--- src/rtl/vga_pkg.sv ---
// Package: vga_pkg
// Purpose: Shared timing constants and region decode for the 640x480@60 raster.
//   - Default horizontal/vertical timing (active, front porch, sync, back porch)
//   - Derived line/frame totals and sync region bounds
//   - region_t enum plus region_of() helper that classifies a counter value
package vga_pkg;

  // Default 640x480@60 timing (pixel clock 25 MHz)
  localparam int H_VID  = 640;
  localparam int H_FP   = 16;
  localparam int H_SYNC = 96;
  localparam int H_BP   = 48;
  localparam int V_VID  = 480;
  localparam int V_FP   = 10;
  localparam int V_SYNC = 2;
  localparam int V_BP   = 33;

  // Derived totals and sync bounds (sync region is [START, END))
  localparam int H_TOTAL      = H_VID + H_FP + H_SYNC + H_BP;
  localparam int V_TOTAL      = V_VID + V_FP + V_SYNC + V_BP;
  localparam int H_SYNC_START = H_VID + H_FP;
  localparam int H_SYNC_END   = H_SYNC_START + H_SYNC;
  localparam int V_SYNC_START = V_VID + V_FP;
  localparam int V_SYNC_END   = V_SYNC_START + V_SYNC;

  // Position of a counter within its line/frame; shared by both directions
  typedef enum logic [1:0] {
    ACTIVE,
    FRONT,
    SYNC,
    BACK
  } region_t;

  // Bounds are 11 bits wide so a total of exactly 1024 still fits.
  function automatic region_t region_of(
    input logic [9:0]  pos,
    input logic [10:0] vid_end,
    input logic [10:0] fp_end,
    input logic [10:0] sync_end
  );
    logic [10:0] p;
    region_t     r;
    p = {1'b0, pos};
    if (p < vid_end) begin
      r = ACTIVE;
    end else if (p < fp_end) begin
      r = FRONT;
    end else if (p < sync_end) begin
      r = SYNC;
    end else begin
      r = BACK;
    end
    return r;
  endfunction

endpackage

--- src/rtl/sync_delay_line.sv ---
// Module: sync_delay_line
// Purpose: DEPTH-stage single-bit shift register used to retime sync pulses.
//   DEPTH = 0 is a straight wire. Stages advance only when en is high and
//   are all loaded with flush_value on srst (synchronous, active-high).
// Ports:
//   clk         - clock
//   srst        - synchronous active-high flush
//   en          - advance enable; low holds every stage
//   flush_value - level every stage takes on srst
//   d           - serial input
//   q           - output, d delayed by DEPTH enabled clocks
module sync_delay_line #(
  parameter int DEPTH = 1
) (
  input  logic clk,
  input  logic srst,
  input  logic en,
  input  logic flush_value,
  input  logic d,
  output logic q
);

  if (DEPTH == 0) begin : g_bypass
    assign q = d;
  end else begin : g_pipe
    for (genvar gi = 0; gi < DEPTH; gi++) begin : g_stage
      logic stage_reg;
      logic stage_in;

      if (gi == 0) begin : g_first
        assign stage_in = d;
      end else begin : g_rest
        assign stage_in = g_stage[gi-1].stage_reg;
      end

      always_ff @(posedge clk) begin
        if (srst) begin
          stage_reg <= flush_value;
        end else if (en) begin
          stage_reg <= stage_in;
        end
      end
    end

    assign q = g_stage[DEPTH-1].stage_reg;
  end

endmodule

--- src/rtl/vga_timing_gen.sv ---
// Module: vga_timing_gen
// Purpose: Raster timing for the colour generator. Pixel/line counters,
//   active-video decode, line/frame strobes, a frame counter, and hsync/vsync
//   delayed to line up with the downstream RGB register.
// Ports:
//   clk_25         - pixel clock
//   reset          - synchronous active-high reset (priority over en)
//   en             - clock enable; low freezes every register
//   horizontal_num - pixel counter 0..HTOTAL-1
//   vertical_num   - line counter 0..VTOTAL-1
//   video_on       - high inside the active area
//   load_enable    - inverse of video_on, blanks downstream colour
//   hsync, vsync   - sync outputs, SYNC_DELAY clocks behind the counters
//   line_start     - high while horizontal_num == 0
//   frame_start    - high while both counters are 0
//   frame_count    - frames started since reset, wraps 255 -> 0
module vga_timing_gen
  import vga_pkg::*;
#(
  parameter int HVID       = H_VID,
  parameter int HFP        = H_FP,
  parameter int HSYNC      = H_SYNC,
  parameter int HBP        = H_BP,
  parameter int VVID       = V_VID,
  parameter int VFP        = V_FP,
  parameter int VSYNC      = V_SYNC,
  parameter int VBP        = V_BP,
  parameter bit SYNC_POL   = 1'b0,
  parameter int SYNC_DELAY = 1
) (
  input  logic       clk_25,
  input  logic       reset,
  input  logic       en,
  output logic [9:0] horizontal_num,
  output logic [9:0] vertical_num,
  output logic       video_on,
  output logic       load_enable,
  output logic       hsync,
  output logic       vsync,
  output logic       line_start,
  output logic       frame_start,
  output logic [7:0] frame_count
);

  localparam int HTOTAL = HVID + HFP + HSYNC + HBP;
  localparam int VTOTAL = VVID + VFP + VSYNC + VBP;

  localparam logic [9:0]  H_LAST     = 10'(HTOTAL - 1);
  localparam logic [9:0]  V_LAST     = 10'(VTOTAL - 1);
  localparam logic [10:0] H_VID_END  = 11'(HVID);
  localparam logic [10:0] H_FP_END   = 11'(HVID + HFP);
  localparam logic [10:0] H_SYNC_END_B = 11'(HVID + HFP + HSYNC);
  localparam logic [10:0] V_VID_END  = 11'(VVID);
  localparam logic [10:0] V_FP_END   = 11'(VVID + VFP);
  localparam logic [10:0] V_SYNC_END_B = 11'(VVID + VFP + VSYNC);

  logic [9:0] h_reg, h_next;
  logic [9:0] v_reg, v_next;
  logic       video_on_reg, video_on_next;
  logic       line_start_reg, line_start_next;
  logic       frame_start_reg, frame_start_next;
  logic [7:0] frame_count_reg, frame_count_next;
  logic       hsync_raw_reg, hsync_raw_next;
  logic       vsync_raw_reg, vsync_raw_next;
  region_t    h_region_next, v_region_next;

  // Decode from the next-state counters so every registered output lands in
  // the same cycle as the counter value it describes.
  always_comb begin
    h_next = h_reg + 10'd1;
    v_next = v_reg;
    // >= rather than == keeps the counters in range even from a bad value.
    if (h_reg >= H_LAST) begin
      h_next = '0;
      v_next = (v_reg >= V_LAST) ? 10'd0 : v_reg + 10'd1;
    end

    h_region_next = region_of(h_next, H_VID_END, H_FP_END, H_SYNC_END_B);
    v_region_next = region_of(v_next, V_VID_END, V_FP_END, V_SYNC_END_B);

    video_on_next    = (h_region_next == ACTIVE) && (v_region_next == ACTIVE);
    line_start_next  = (h_next == 10'd0);
    frame_start_next = line_start_next && (v_next == 10'd0);
    frame_count_next = frame_start_next ? frame_count_reg + 8'd1 : frame_count_reg;

    // vertical region only moves when h wraps, so vsync changes only at h == 0
    hsync_raw_next = (h_region_next == SYNC) ? SYNC_POL : ~SYNC_POL;
    vsync_raw_next = (v_region_next == SYNC) ? SYNC_POL : ~SYNC_POL;
  end

  // Reset parks the counters on the last position so the first enabled edge
  // produces (0,0) together with frame_start and frame_count = 0.
  always_ff @(posedge clk_25) begin
    if (reset) begin
      h_reg           <= H_LAST;
      v_reg           <= V_LAST;
      video_on_reg    <= 1'b0;
      line_start_reg  <= 1'b0;
      frame_start_reg <= 1'b0;
      frame_count_reg <= 8'hFF;
      hsync_raw_reg   <= ~SYNC_POL;
      vsync_raw_reg   <= ~SYNC_POL;
    end else if (en) begin
      h_reg           <= h_next;
      v_reg           <= v_next;
      video_on_reg    <= video_on_next;
      line_start_reg  <= line_start_next;
      frame_start_reg <= frame_start_next;
      frame_count_reg <= frame_count_next;
      hsync_raw_reg   <= hsync_raw_next;
      vsync_raw_reg   <= vsync_raw_next;
    end
  end

  // Sync retiming; flushed to the inactive level so a reset never leaves a
  // partial pulse draining out of the pipe.
  sync_delay_line #(
    .DEPTH(SYNC_DELAY)
  ) u_hsync_delay (
    .clk        (clk_25),
    .srst       (reset),
    .en         (en),
    .flush_value(~SYNC_POL),
    .d          (hsync_raw_reg),
    .q          (hsync)
  );

  sync_delay_line #(
    .DEPTH(SYNC_DELAY)
  ) u_vsync_delay (
    .clk        (clk_25),
    .srst       (reset),
    .en         (en),
    .flush_value(~SYNC_POL),
    .d          (vsync_raw_reg),
    .q          (vsync)
  );

  assign horizontal_num = h_reg;
  assign vertical_num   = v_reg;
  assign video_on       = video_on_reg;
  assign load_enable    = ~video_on_reg;
  assign line_start     = line_start_reg;
  assign frame_start    = frame_start_reg;
  assign frame_count    = frame_count_reg;

endmodule

--- config.mk ---
export PLATFORM = sky130hd
export DESIGN_NAME = vga_timing_gen
export DESIGN_NICKNAME = d
export VERILOG_FILES = /design/src/rtl/vga_pkg.sv /design/src/rtl/sync_delay_line.sv /design/src/rtl/vga_timing_gen.sv
export SDC_FILE = /design/constraint.sdc
export NUM_CORES = 1
export LEC_CHECK = 0
export ABC_AREA = 1
export CAP_MARGIN = 20
export CORE_UTILIZATION = 51
export CTS_BUF_LIST = sky130_fd_sc_hd__clkbuf_4
export DETAILED_ROUTE_END_ITERATION = 6
export PLACE_DENSITY = 0.79
export SLEW_MARGIN = 15
export SYNTH_ARGS = -nofsm -noshare
export SYNTH_HDL_FRONTEND = slang
export SYNTH_HIERARCHICAL = 1
export SYNTH_SLANG_ARGS = --single-unit
--- constraint.sdc ---
create_clock -name clk_25 -period 1.9 [get_ports clk_25]
set_input_delay 0.19 -clock clk_25 [delete_from_list [all_inputs] [get_ports clk_25]]
set_output_delay 0.19 -clock clk_25 [all_outputs]
set_load 0.01 [all_outputs]
# == Yosys cells after proc, flatten, opt, wreduce, memory -nomap -nowiden ==
# Index checks and enable logic that the tools add are counted.
# word_totals
regBits,35
input_bits,3
output_inout_bits,34
word_cells,42
# op_classes
add_sub_neg,3
order_cmp,8
n_eq_ne,2
n_mux,11
bitwise,1
reduce_logical,7
# op_table
op,count
$lt A10 B10 Y1 const B,3
$lt A10 B9 Y1 const B,3
$mux W10,3
$add A10 B1 Y10 const B,2
$ge A10 B10 Y1 const B,2
$logic_not A10 Y1,2
$add A8 B1 Y8 const B,1
$mux W2,4
$eq A2 B2 Y1 const B,2
$logic_not A2 Y1,2
$mux W1,4
$logic_and A1 B1 Y1,2
$reduce_and A2 Y1,1
$not A1 Y1,1

# == Longest topological paths before layout ==
# Gate-level depths: netlist (run 1).
# depth
depth_word,9
ltp_mapped,16
ltp_nobuf,15

# == Cells and area by module ==
# The synthesis (run 1) kept the hierarchy.
# by_module_without_submodules
module,n_inst,cells_per_inst,area_per_inst_um2
vga_timing_gen,1,367,2387.3
sync_delay_line,2,6,51.3

# == Worst setup path before layout (run 1) ==
# No wires, ideal clock.
# synth_timing
path_type,reg2reg
from,register h_reg[1] (netlist: horizontal_num[1])
to,register frame_count_reg[2] (netlist: frame_count[2])
setup_time_ns,0.130
arrival_ns,1.794
path_slack_ns,-0.024
path_stages_with_launch,14
n_path_buf,1
synth_period_minus_slack_ns,1.924
path_cell_list,dfxtp_1 ha_1 nand2_2 inv_2 nand2_2 nand2_2 nand2_4 buf_6 o21ai_1 nand3_2 nor2_8 nand3_4 nand2_1 nand3_1
# synth_between
elab_chain_cells,5
elab_cells_between_ends,8
# synth_rtl
element,line_no,source
start: declaration,vga_timing_gen.sv:57,"logic [9:0] h_reg, h_next;"
start signal: assignment,vga_timing_gen.sv:104,h_reg <= h_next;
$add A10 B1 Y10 / $ge A10 B10 Y1 (equally long branches),"vga_timing_gen.sv:70, vga_timing_gen.sv:73",
$mux W10,vga_timing_gen.sv:73,if (h_reg >= H_LAST) begin
"$logic_not A10 Y1, on equally long branches","vga_timing_gen.sv:82, vga_timing_gen.sv:83",
$logic_and A1 B1 Y1 (*),vga_timing_gen.sv:83,frame_start_next = line_start_next && (v_next == 10'd0);
$reduce_and A2 Y1 (no line) (*),--,
end signal: assignment,vga_timing_gen.sv:109,frame_count_reg <= frame_count_next;
end: declaration,vga_timing_gen.sv:62,"logic [7:0] frame_count_reg, frame_count_next;"
# Mark *: on every way between the ends. The rest lies on a longest branch, timed or not.
# A chain may end at the register's enable or synchronous reset.

# == Worst setup path after layout (run 1) ==
# layout_timing
from,register h_reg[1] (netlist: horizontal_num[1])
to,register frame_count_reg[4] (netlist: frame_count[4])
# The elaborated chain is that of the path after synthesis.

==> metrics.txt, run 1 <==
# TYPE chip_impl_metric gauge
chip_impl_info{name="ctsRootBufferMaster",value="sky130_fd_sc_hd__clkbuf_4"} 1
chip_impl_metric{name="stdcell_count",unit=""} 525
chip_impl_info{name="crit_type",value="reg2reg"} 1
chip_impl_metric{name="place.detailed.instances",unit=""} 510
chip_impl_metric{name="grt_pass1_wl",unit="um"} 11720
chip_impl_metric{name="drive_gt1_share",unit="%"} 27.29
chip_impl_info{name="critical-path-top-cell-by-count",value="sky130_fd_sc_hd__nor2_4"} 1
chip_impl_metric{name="latest_clock_arrival_within_the_worst_skew_pair",unit="ns"} 0.36
chip_impl_metric{name="number_of_drc_markers_after_the_initial_detailed_route_iteration",unit=""} 333
chip_impl_metric{name="post-route-min-period",unit="ns"} 1.897
chip_impl_metric{name="power-per-cell-area",unit="nW/um2"} 752.0
chip_impl_info{name="cts_tree",value="built"} 1
chip_impl_metric{name="worst_slew_margin_rel",unit="%"} 59.72
chip_impl_metric{name="setup_tns",unit="ns"} 0
chip_impl_metric{name="cts-root-to-sink-buffers",unit=""} 2
chip_impl_metric{name="number_of_storage_elements_in_the_synthesis_netlist",unit=""} 35
chip_impl_info{name="critical_path.endpoint_type",value="flop"} 1
chip_impl_metric{name="detailroute.via_count",unit=""} 2823
chip_impl_metric{name="power.total",unit="uW"} 2636
chip_impl_info{name="timing.critical_path.cells",value="ha_4 > nand2_4 > nor2_4 > nor2_4 > nor2_4 > nand2_2 > nand3_2 > nand2_1 > nor2_4 > nand3_4 > nand2_1 > nand3_1"} 1
chip_impl_metric{name="synth-warning-count",unit=""} 6
chip_impl_metric{name="transition_at_the_pin_with_the_smallest_max_transition_slack",unit="ns"} 0.6036
chip_impl_metric{name="register_area",unit="um2"} 730.7
chip_impl_metric{name="static-leakage-power",unit="uW"} 0.001703
chip_impl_metric{name="fp.dieW",unit="um"} 71.87
chip_impl_metric{name="holdBufCountCts",unit=""} 0
chip_impl_metric{name="grt_pass1_vias",unit=""} 2580
chip_impl_metric{name="htree_levels",unit=""} 2
chip_impl_metric{name="worst_ir_drop_vdd",unit="V"} 0.0004955
chip_impl_metric{name="cts_sinks",unit=""} 35
chip_impl_metric{name="synth_edf_count",unit=""} 2
chip_impl_metric{name="multiInputGateArea",unit="um2"} 1712
chip_impl_metric{name="clk_pin_slew",unit="ns"} 0.12
chip_impl_metric{name="buffer_ports.inserted",unit=""} 36
chip_impl_metric{name="mappedNetlistArea",unit="um2"} 2490
chip_impl_metric{name="nFillCells",unit=""} 365
chip_impl_metric{name="numnets_final",unit=""} 464
chip_impl_metric{name="floorplan.initialDensity",unit="%"} 52.72
chip_impl_metric{name="finalInstanceArea",unit="um2"} 3505
chip_impl_metric{name="largest_net_degree_at_the_start_of_global_routing",unit=""} 27
chip_impl_metric{name="detailedPlacementHpwl",unit="um"} 4962
chip_impl_info{name="synth_top_flop_cell",value="sky130_fd_sc_hd__dfxtp_1"} 1
chip_impl_metric{name="routed_wirelength",unit="um"} 7364
chip_impl_metric{name="synthesized_area_divided_by_synthesized_cell_count",unit="um2"} 6.570
chip_impl_info{name="category_of_the_worst_setup_path_launch_point",value="flop"} 1
chip_impl_metric{name="die_h",unit="um"} 71.87
chip_impl_metric{name="drv_slew",unit=""} 0
chip_impl_info{name="cell_with_the_biggest_individual_delay_on_the_critical_path",value="sky130_fd_sc_hd__dfxtp_2"} 1
chip_impl_info{name="highest_count_cells_in_the_layout_ignoring_fill_and_taps",value="96 x sky130_fd_sc_hd__nand2_1, 43 x sky130_fd_sc_hd__buf_4, 39 x sky130_fd_sc_hd__inv_1, 39 x sky130_fd_sc_hd__nand3_1, 36 x sky130_fd_sc_hd__clkdlybuf4s50_1"} 1
chip_impl_metric{name="wl_per_cell",unit="um"} 14.03
chip_impl_metric{name="setup_viol_count_final",unit=""} 0
chip_impl_metric{name="gr_usage_total",unit="%"} 28.96
chip_impl_metric{name="final-hold-violation-count",unit=""} 0
chip_impl_info{name="worstHoldPathType",value="reg2reg"} 1
chip_impl_metric{name="timing.critical_path.slowest_cell_delay",unit="ns"} 0.37
chip_impl_metric{name="synth_async_sr_flop_share",unit="%"} 0
chip_impl_metric{name="cts-buffers-inserted",unit=""} 5
chip_impl_metric{name="route.detailed.drc",unit=""} 0
chip_impl_metric{name="diodes",unit=""} 0
chip_impl_metric{name="synth_seq_area_share",unit="%"} 28.94
chip_impl_metric{name="drt-vias-per-instance",unit=""} 5.377
chip_impl_metric{name="routabilityCongestion",unit=""} 0.9212
chip_impl_metric{name="maximum_clock_frequency",unit="MHz"} 527.2
chip_impl_metric{name="critPathMaxFanout",unit=""} 7
chip_impl_info{name="outcome",value="complete, no violations"} 1
chip_impl_metric{name="arrival",unit="ns"} 2.14
chip_impl_metric{name="grt.overflow.total",unit=""} 0
chip_impl_metric{name="drt_pre_antenna_iters",unit=""} 6
chip_impl_metric{name="area_of_the_die",unit="um2"} 5165
chip_impl_metric{name="detailed_place.area",unit="um2"} 3172
chip_impl_metric{name="top_level_port_count",unit=""} 37
chip_impl_metric{name="area_growth_syn_to_layout",unit="%"} 40.75
chip_impl_info{name="mostFrequentLayoutCell",value="sky130_fd_sc_hd__nand2_1"} 1
chip_impl_info{name="grt_setup_unrepaired",value="true"} 1
chip_impl_metric{name="rows",unit=""} 25
chip_impl_metric{name="post_synth_num_cell_types",unit=""} 38
chip_impl_metric{name="layout_worst_path_cycle_share",unit="%"} 99.84
chip_impl_metric{name="antenna_violation_net_count_after_detailed_routing",unit=""} 0
chip_impl_metric{name="max_cap_viol",unit=""} 0
chip_impl_metric{name="required",unit="ns"} 2.14
chip_impl_metric{name="fin_worst_skew",unit="ns"} 0.01417
chip_impl_metric{name="placeableCoreArea",unit="um2"} 4723
chip_impl_metric{name="synthesis.instances",unit=""} 379
chip_impl_metric{name="number_of_antenna_violations_at_the_first_check_in_global_routing",unit=""} 0
==> per-layer routing <==
layer	up-vias	track usage, %	part of all wire [%]
met5	-	0	0
met4	0	13.29	3.4
met2	132	49.16	47
li1	1391	-	-
met3	27	5.907	7.1
met1	1273	35.18	42
==> synth_stat cells (all sizes together), types with 2 or more instances <==
master	n	area share (%)
nand2	118	20
nand3	46	11
inv	43	6.5
nor2	40	9.4
dfxtp	33	27
o21ai	21	4.4
a21oi	19	4.0
nand4	11	2.8
buf	9	2.6
clkbuf	6	0.95
o211ai	6	1.8
xor2	6	2.1
ha	4	2.0
nor3	3	0.60
xnor2	3	1.1
edfxtp	2	2.4
o21bai	2	0.60
or2	2	0.50
==> final timing paths <==
check                                      start                           to  slack [ns]  depth (start not counted)
setup / recovery  horizontal_num[1]$_SDFFE_PP1P_  frame_count[4]$_SDFFE_PP1P_       0.003                         12
hold / removal           line_start$_SDFFE_PP0P_      line_start$_SDFFE_PP0P_        0.48                          2
setup reg to reg  horizontal_num[1]$_SDFFE_PP1P_  frame_count[4]$_SDFFE_PP1P_       0.003                         12
hold reg to reg          line_start$_SDFFE_PP0P_      line_start$_SDFFE_PP0P_        0.48                          2
==> layout make-up <==
type	instances	share of cell area, %
clock buffers	6	1.285
well taps	67	2.392
clock inverters	2	1.714
multi-input cells	290	48.84
repair buffers	81	20.14
inverters	44	4.784
flip-flops and latches	35	20.85
==> metrics by stage <==
stage                     worst slack, ns  hold slack, ns  utilization [%]
after floorplan                   0.05276          0.3714                -
after global placement           -0.08029          0.4539            67.15
after detailed placement          -0.1108          0.4638            67.15
after CTS                        0.002257          0.4810            72.53
after global routing             -0.09189          0.5053            74.20
final                            0.003099          0.4755            74.20
==> repair_timing <==
action                     4_1_cts  5_1_grt
setup buffers                    2        1
setup endpoints to repair       11       11
pin swaps                       14        9
cloned                           4        0
resized for setup               21       24
==> critical path: cells and delay by family (launching register included) <==
family,cells,cell delay [ns]
flip-flops,1,0.37
adder cells (fa/ha/maj),1,0.15
AND/OR/NAND/NOR,11,1.25
==> cells by family (layout without fill, tap and decap cells) <==
group | Yosys count | in the layout | share of synthesized area, %
simple gates | 221 | 225 | 44.22
other cells | 1 | 2 | 0.1506
flops | 35 | 35 | 28.94
compound gates | 50 | 50 | 11.31
fa+ha+maj | 4 | 4 | 2.010
buf+inv | 59 | 133 | 10.20
xor+xnor | 9 | 9 | 3.166
==> where the power goes <==
part           internal [uW]  switching (uW)
combinational            445             646
sequential               792            40.5
clock                    425             287
No activity file was read; power rests on OpenSTA's default activity.
==> run 2: changes to the inputs <==
Settings changed: CORE_MARGIN set to 8.
==> run 2 against run 1 <==
The flow now finishes with violations (negative setup slack). Critical path depth increased by 2. Non-clock buffer count rose by 14. Global-route usage decreased by 7.6 points. Setup slack worse by 0.065 ns. Wire length up 6.9%. Hold slack worse by 0.0041 ns. First-iteration DRC count fell by 36%. Combinational power rose by 7%. Clock power down 45%. Highest routed layer unchanged. Die area increased by 43%.
==> metrics.txt, run 2 (synthesized netlist as in run 1, its figures left out) <==
# TYPE chip_impl_metric gauge
chip_impl_metric{name="p_seq_share",unit="%"} 34.5
chip_impl_metric{name="antenna_violation_net_count_after_detailed_routing",unit=""} 0
chip_impl_metric{name="final-hold-violation-count",unit=""} 0
chip_impl_metric{name="buffer_ports.inserted",unit=""} 36
chip_impl_metric{name="power_frac_comb",unit="%"} 49.0
chip_impl_metric{name="routabilityCongestion",unit=""} 0.9582
chip_impl_metric{name="cts-buffers-inserted",unit=""} 5
chip_impl_metric{name="share_clk_of_total_power",unit="%"} 16.5
chip_impl_metric{name="grt_pass1_wl",unit="um"} 12770
chip_impl_metric{name="numnets_final",unit=""} 476
chip_impl_metric{name="placeableCoreArea",unit="um2"} 4723
chip_impl_metric{name="worst_ir_drop_vdd",unit="V"} 0.0004250
chip_impl_metric{name="fp.dieW",unit="um"} 85.87
chip_impl_info{name="outcome",value="complete, but fails checks"} 1
chip_impl_metric{name="latest_clock_arrival_within_the_worst_skew_pair",unit="ns"} 0.34
chip_impl_metric{name="nFillCells",unit=""} 384
chip_impl_metric{name="layout_worst_path_cycle_share",unit="%"} 103.3
chip_impl_info{name="cts_tree",value="built"} 1
chip_impl_metric{name="drt_pre_antenna_iters",unit=""} 6
chip_impl_metric{name="setup_viol_count_final",unit=""} 9
chip_impl_metric{name="die_h",unit="um"} 85.87
chip_impl_metric{name="routed_wirelength",unit="um"} 7870
chip_impl_metric{name="maximum_clock_frequency",unit="MHz"} 509.7
chip_impl_metric{name="post-route-min-period",unit="ns"} 1.962
chip_impl_metric{name="preCtsSetupSlack",unit="ns"} -0.1333
chip_impl_metric{name="max_cap_viol",unit=""} 0
chip_impl_metric{name="drive_gt1_share",unit="%"} 26.60
chip_impl_metric{name="place.detailed.instances",unit=""} 513
chip_impl_metric{name="wl_per_cell",unit="um"} 14.66
chip_impl_metric{name="intPower",unit="uW"} 1436
chip_impl_info{name="ctsRootBufferMaster",value="sky130_fd_sc_hd__clkbuf_4"} 1
chip_impl_metric{name="area_growth_syn_to_layout",unit="%"} 41.86
chip_impl_metric{name="clk_pin_slew",unit="ns"} 0.11
chip_impl_metric{name="critPathMaxFanout",unit=""} 8
chip_impl_metric{name="post-route-worst-setup-slack",unit="ns"} -0.06211
chip_impl_metric{name="static-leakage-power",unit="uW"} 0.001742
chip_impl_metric{name="multiInputGateArea",unit="um2"} 1673
chip_impl_metric{name="fin_worst_skew",unit="ns"} 0.009267
chip_impl_metric{name="power-per-cell-area",unit="nW/um2"} 678.3
chip_impl_info{name="crit_type",value="reg2reg"} 1
chip_impl_metric{name="rows",unit=""} 25
chip_impl_metric{name="register_area",unit="um2"} 724.4
chip_impl_metric{name="worst_slew_margin_rel",unit="%"} 57.77
chip_impl_metric{name="drt-vias-per-instance",unit=""} 5.475
chip_impl_metric{name="floorplan.initialDensity",unit="%"} 52.72
chip_impl_metric{name="grt_pass1_vias",unit=""} 2748
chip_impl_metric{name="drv_slew",unit=""} 0
chip_impl_metric{name="stdcell_count",unit=""} 537
chip_impl_metric{name="cts-root-to-sink-buffers",unit=""} 2
chip_impl_metric{name="route.detailed.drc",unit=""} 0
chip_impl_metric{name="diodes",unit=""} 0
chip_impl_info{name="mostFrequentLayoutCell",value="sky130_fd_sc_hd__nand2_1"} 1
chip_impl_metric{name="transition_at_the_pin_with_the_smallest_max_transition_slack",unit="ns"} 0.6328
chip_impl_info{name="worstHoldPathType",value="reg2reg"} 1
chip_impl_metric{name="number_of_antenna_violations_at_the_first_check_in_global_routing",unit=""} 0
chip_impl_info{name="critical_path.endpoint_type",value="flop"} 1
chip_impl_info{name="grt_setup_unrepaired",value="true"} 1
chip_impl_metric{name="detailedPlacementHpwl",unit="um"} 5376
chip_impl_info{name="failed_checks",value="negative setup slack"} 1
chip_impl_metric{name="htree_levels",unit=""} 2
chip_impl_metric{name="detailroute.via_count",unit=""} 2940
chip_impl_info{name="category_of_the_worst_setup_path_launch_point",value="flop"} 1
chip_impl_metric{name="largest_net_degree_at_the_start_of_global_routing",unit=""} 27
chip_impl_metric{name="number_of_drc_markers_after_the_initial_detailed_route_iteration",unit=""} 213
chip_impl_metric{name="netSwitchingFraction",unit="%"} 40.05
chip_impl_metric{name="area_of_the_die",unit="um2"} 7374
chip_impl_metric{name="gr_usage_total",unit="%"} 21.37
chip_impl_metric{name="top_level_port_count",unit=""} 37
chip_impl_metric{name="arrival",unit="ns"} 2.17
chip_impl_info{name="highest_count_cells_in_the_layout_ignoring_fill_and_taps",value="95 x sky130_fd_sc_hd__nand2_1, 54 x sky130_fd_sc_hd__buf_4, 39 x sky130_fd_sc_hd__nand3_1"} 1
chip_impl_metric{name="required",unit="ns"} 2.11
chip_impl_metric{name="cts_sinks",unit=""} 35
chip_impl_metric{name="switchingPower",unit="uW"} 959.5
chip_impl_metric{name="grt.overflow.total",unit=""} 0
[run 2: cell types whose count changed in the layout (fill, tap and decap cells not counted), moves of 3 or more]
| cell | change |
|---|---|
| sky130_fd_sc_hd__dfxtp_1 | +5 |
| sky130_fd_sc_hd__nand2_4 | +3 |
| sky130_fd_sc_hd__nor2_1 | +4 |
| sky130_fd_sc_hd__dfxtp_2 | -5 |
| sky130_fd_sc_hd__nor2_2 | -3 |
| sky130_fd_sc_hd__buf_4 | +11 |
[run 2: final timing paths]
check,from,to,slack [ns],depth (start not counted)
worst max-delay path,horizontal_num[0]$_SDFFE_PP1P_,frame_count[5]$_SDFFE_PP1P_,-0.06,14
worst min-delay path,line_start$_SDFFE_PP0P_,line_start$_SDFFE_PP0P_,0.47,2
worst max register to register,horizontal_num[0]$_SDFFE_PP1P_,frame_count[5]$_SDFFE_PP1P_,-0.06,14
worst min register to register,line_start$_SDFFE_PP0P_,line_start$_SDFFE_PP0P_,0.47,2
[run 2: final cells by class]
cell class,count,area share [%]
clock buffers,5,1.063
clock inverters,3,0.4251
inverters,44,4.747
multi-input cells,288,47.36
flip-flops and latches,35,20.51
well taps,67,2.373
repair buffers,95,23.52
[run 2: per-layer routing]
| metal | vias to the layer above | wire (um) | share of wire (%) | global-route usage, % |
|---|---|---|---|---|
| li1 | 1407 | - | - | - |
| met1 | 1363 | 3190 | 41 | 24.89 |
| met2 | 150 | 3903 | 50 | 37.23 |
| met3 | 20 | 569 | 7.2 | 4.011 |
| met4 | 0 | 206 | 2.6 | 8.758 |
| met5 | - | 0 | 0 | 0 |
[run 2: power by group through the flow]
| stage | Clock (uW) | Combinational, uW | Sequential (uW) |
|---|---|---|---|
| 6_report | 395 | 1170 | 828 |
| 2_1_floorplan | 0 | 552 | 874 |
| 3_3_place_gp | 0 | 932 | 838 |
| 4_1_cts | 403 | 1120 | 826 |
| 5_1_grt | 430 | 1260 | 834 |
| 3_5_place_dp | 0 | 940 | 840 |
[run 2: metrics by stage]
stage | cell area, um2 | hold slack [ns] | utilization (%) | TNS, ns | power (uW)
floorplan | 2501 | 0.3714 | - | 0 | 1425
global placement | 3207 | 0.4580 | 67.89 | -0.6759 | 1771
detailed placement | 3207 | 0.4602 | 67.89 | -0.9294 | 1781
CTS | 3485 | 0.4769 | 73.77 | -0.1213 | 2350
global route | 3532 | 0.5092 | 74.78 | -1.417 | 2520
finish | 3532 | 0.4714 | 74.78 | -0.4261 | 2396
[run 2: worst max-delay path, cell delays in order (launching register included)]
cell                      delay, ns
sky130_fd_sc_hd__dfxtp_2       0.37
sky130_fd_sc_hd__ha_4          0.15
sky130_fd_sc_hd__nand2_4       0.07
sky130_fd_sc_hd__nor2_4        0.18
sky130_fd_sc_hd__nor2_4        0.06
sky130_fd_sc_hd__nor2_8        0.14
sky130_fd_sc_hd__buf_6         0.16
sky130_fd_sc_hd__buf_6         0.10
sky130_fd_sc_hd__nand4_1       0.09
sky130_fd_sc_hd__nand2_2       0.15
sky130_fd_sc_hd__nor2_4        0.06
sky130_fd_sc_hd__nand2_4       0.08
sky130_fd_sc_hd__nor2_8        0.05
sky130_fd_sc_hd__nand3_1       0.08
sky130_fd_sc_hd__nand3_1       0.07
[run 2: timing repair]
| action | CTS | global route |
|---|---|---|
| gates cloned | 2 | 0 |
| hold endpoints to repair | 0 | 0 |
| hold buffers | 0 | 0 |
| buffers inserted | 11 | 3 |
| pin swaps | 20 | 14 |
| resized for setup | 31 | 8 |
| setup endpoints to repair | 10 | 12 |
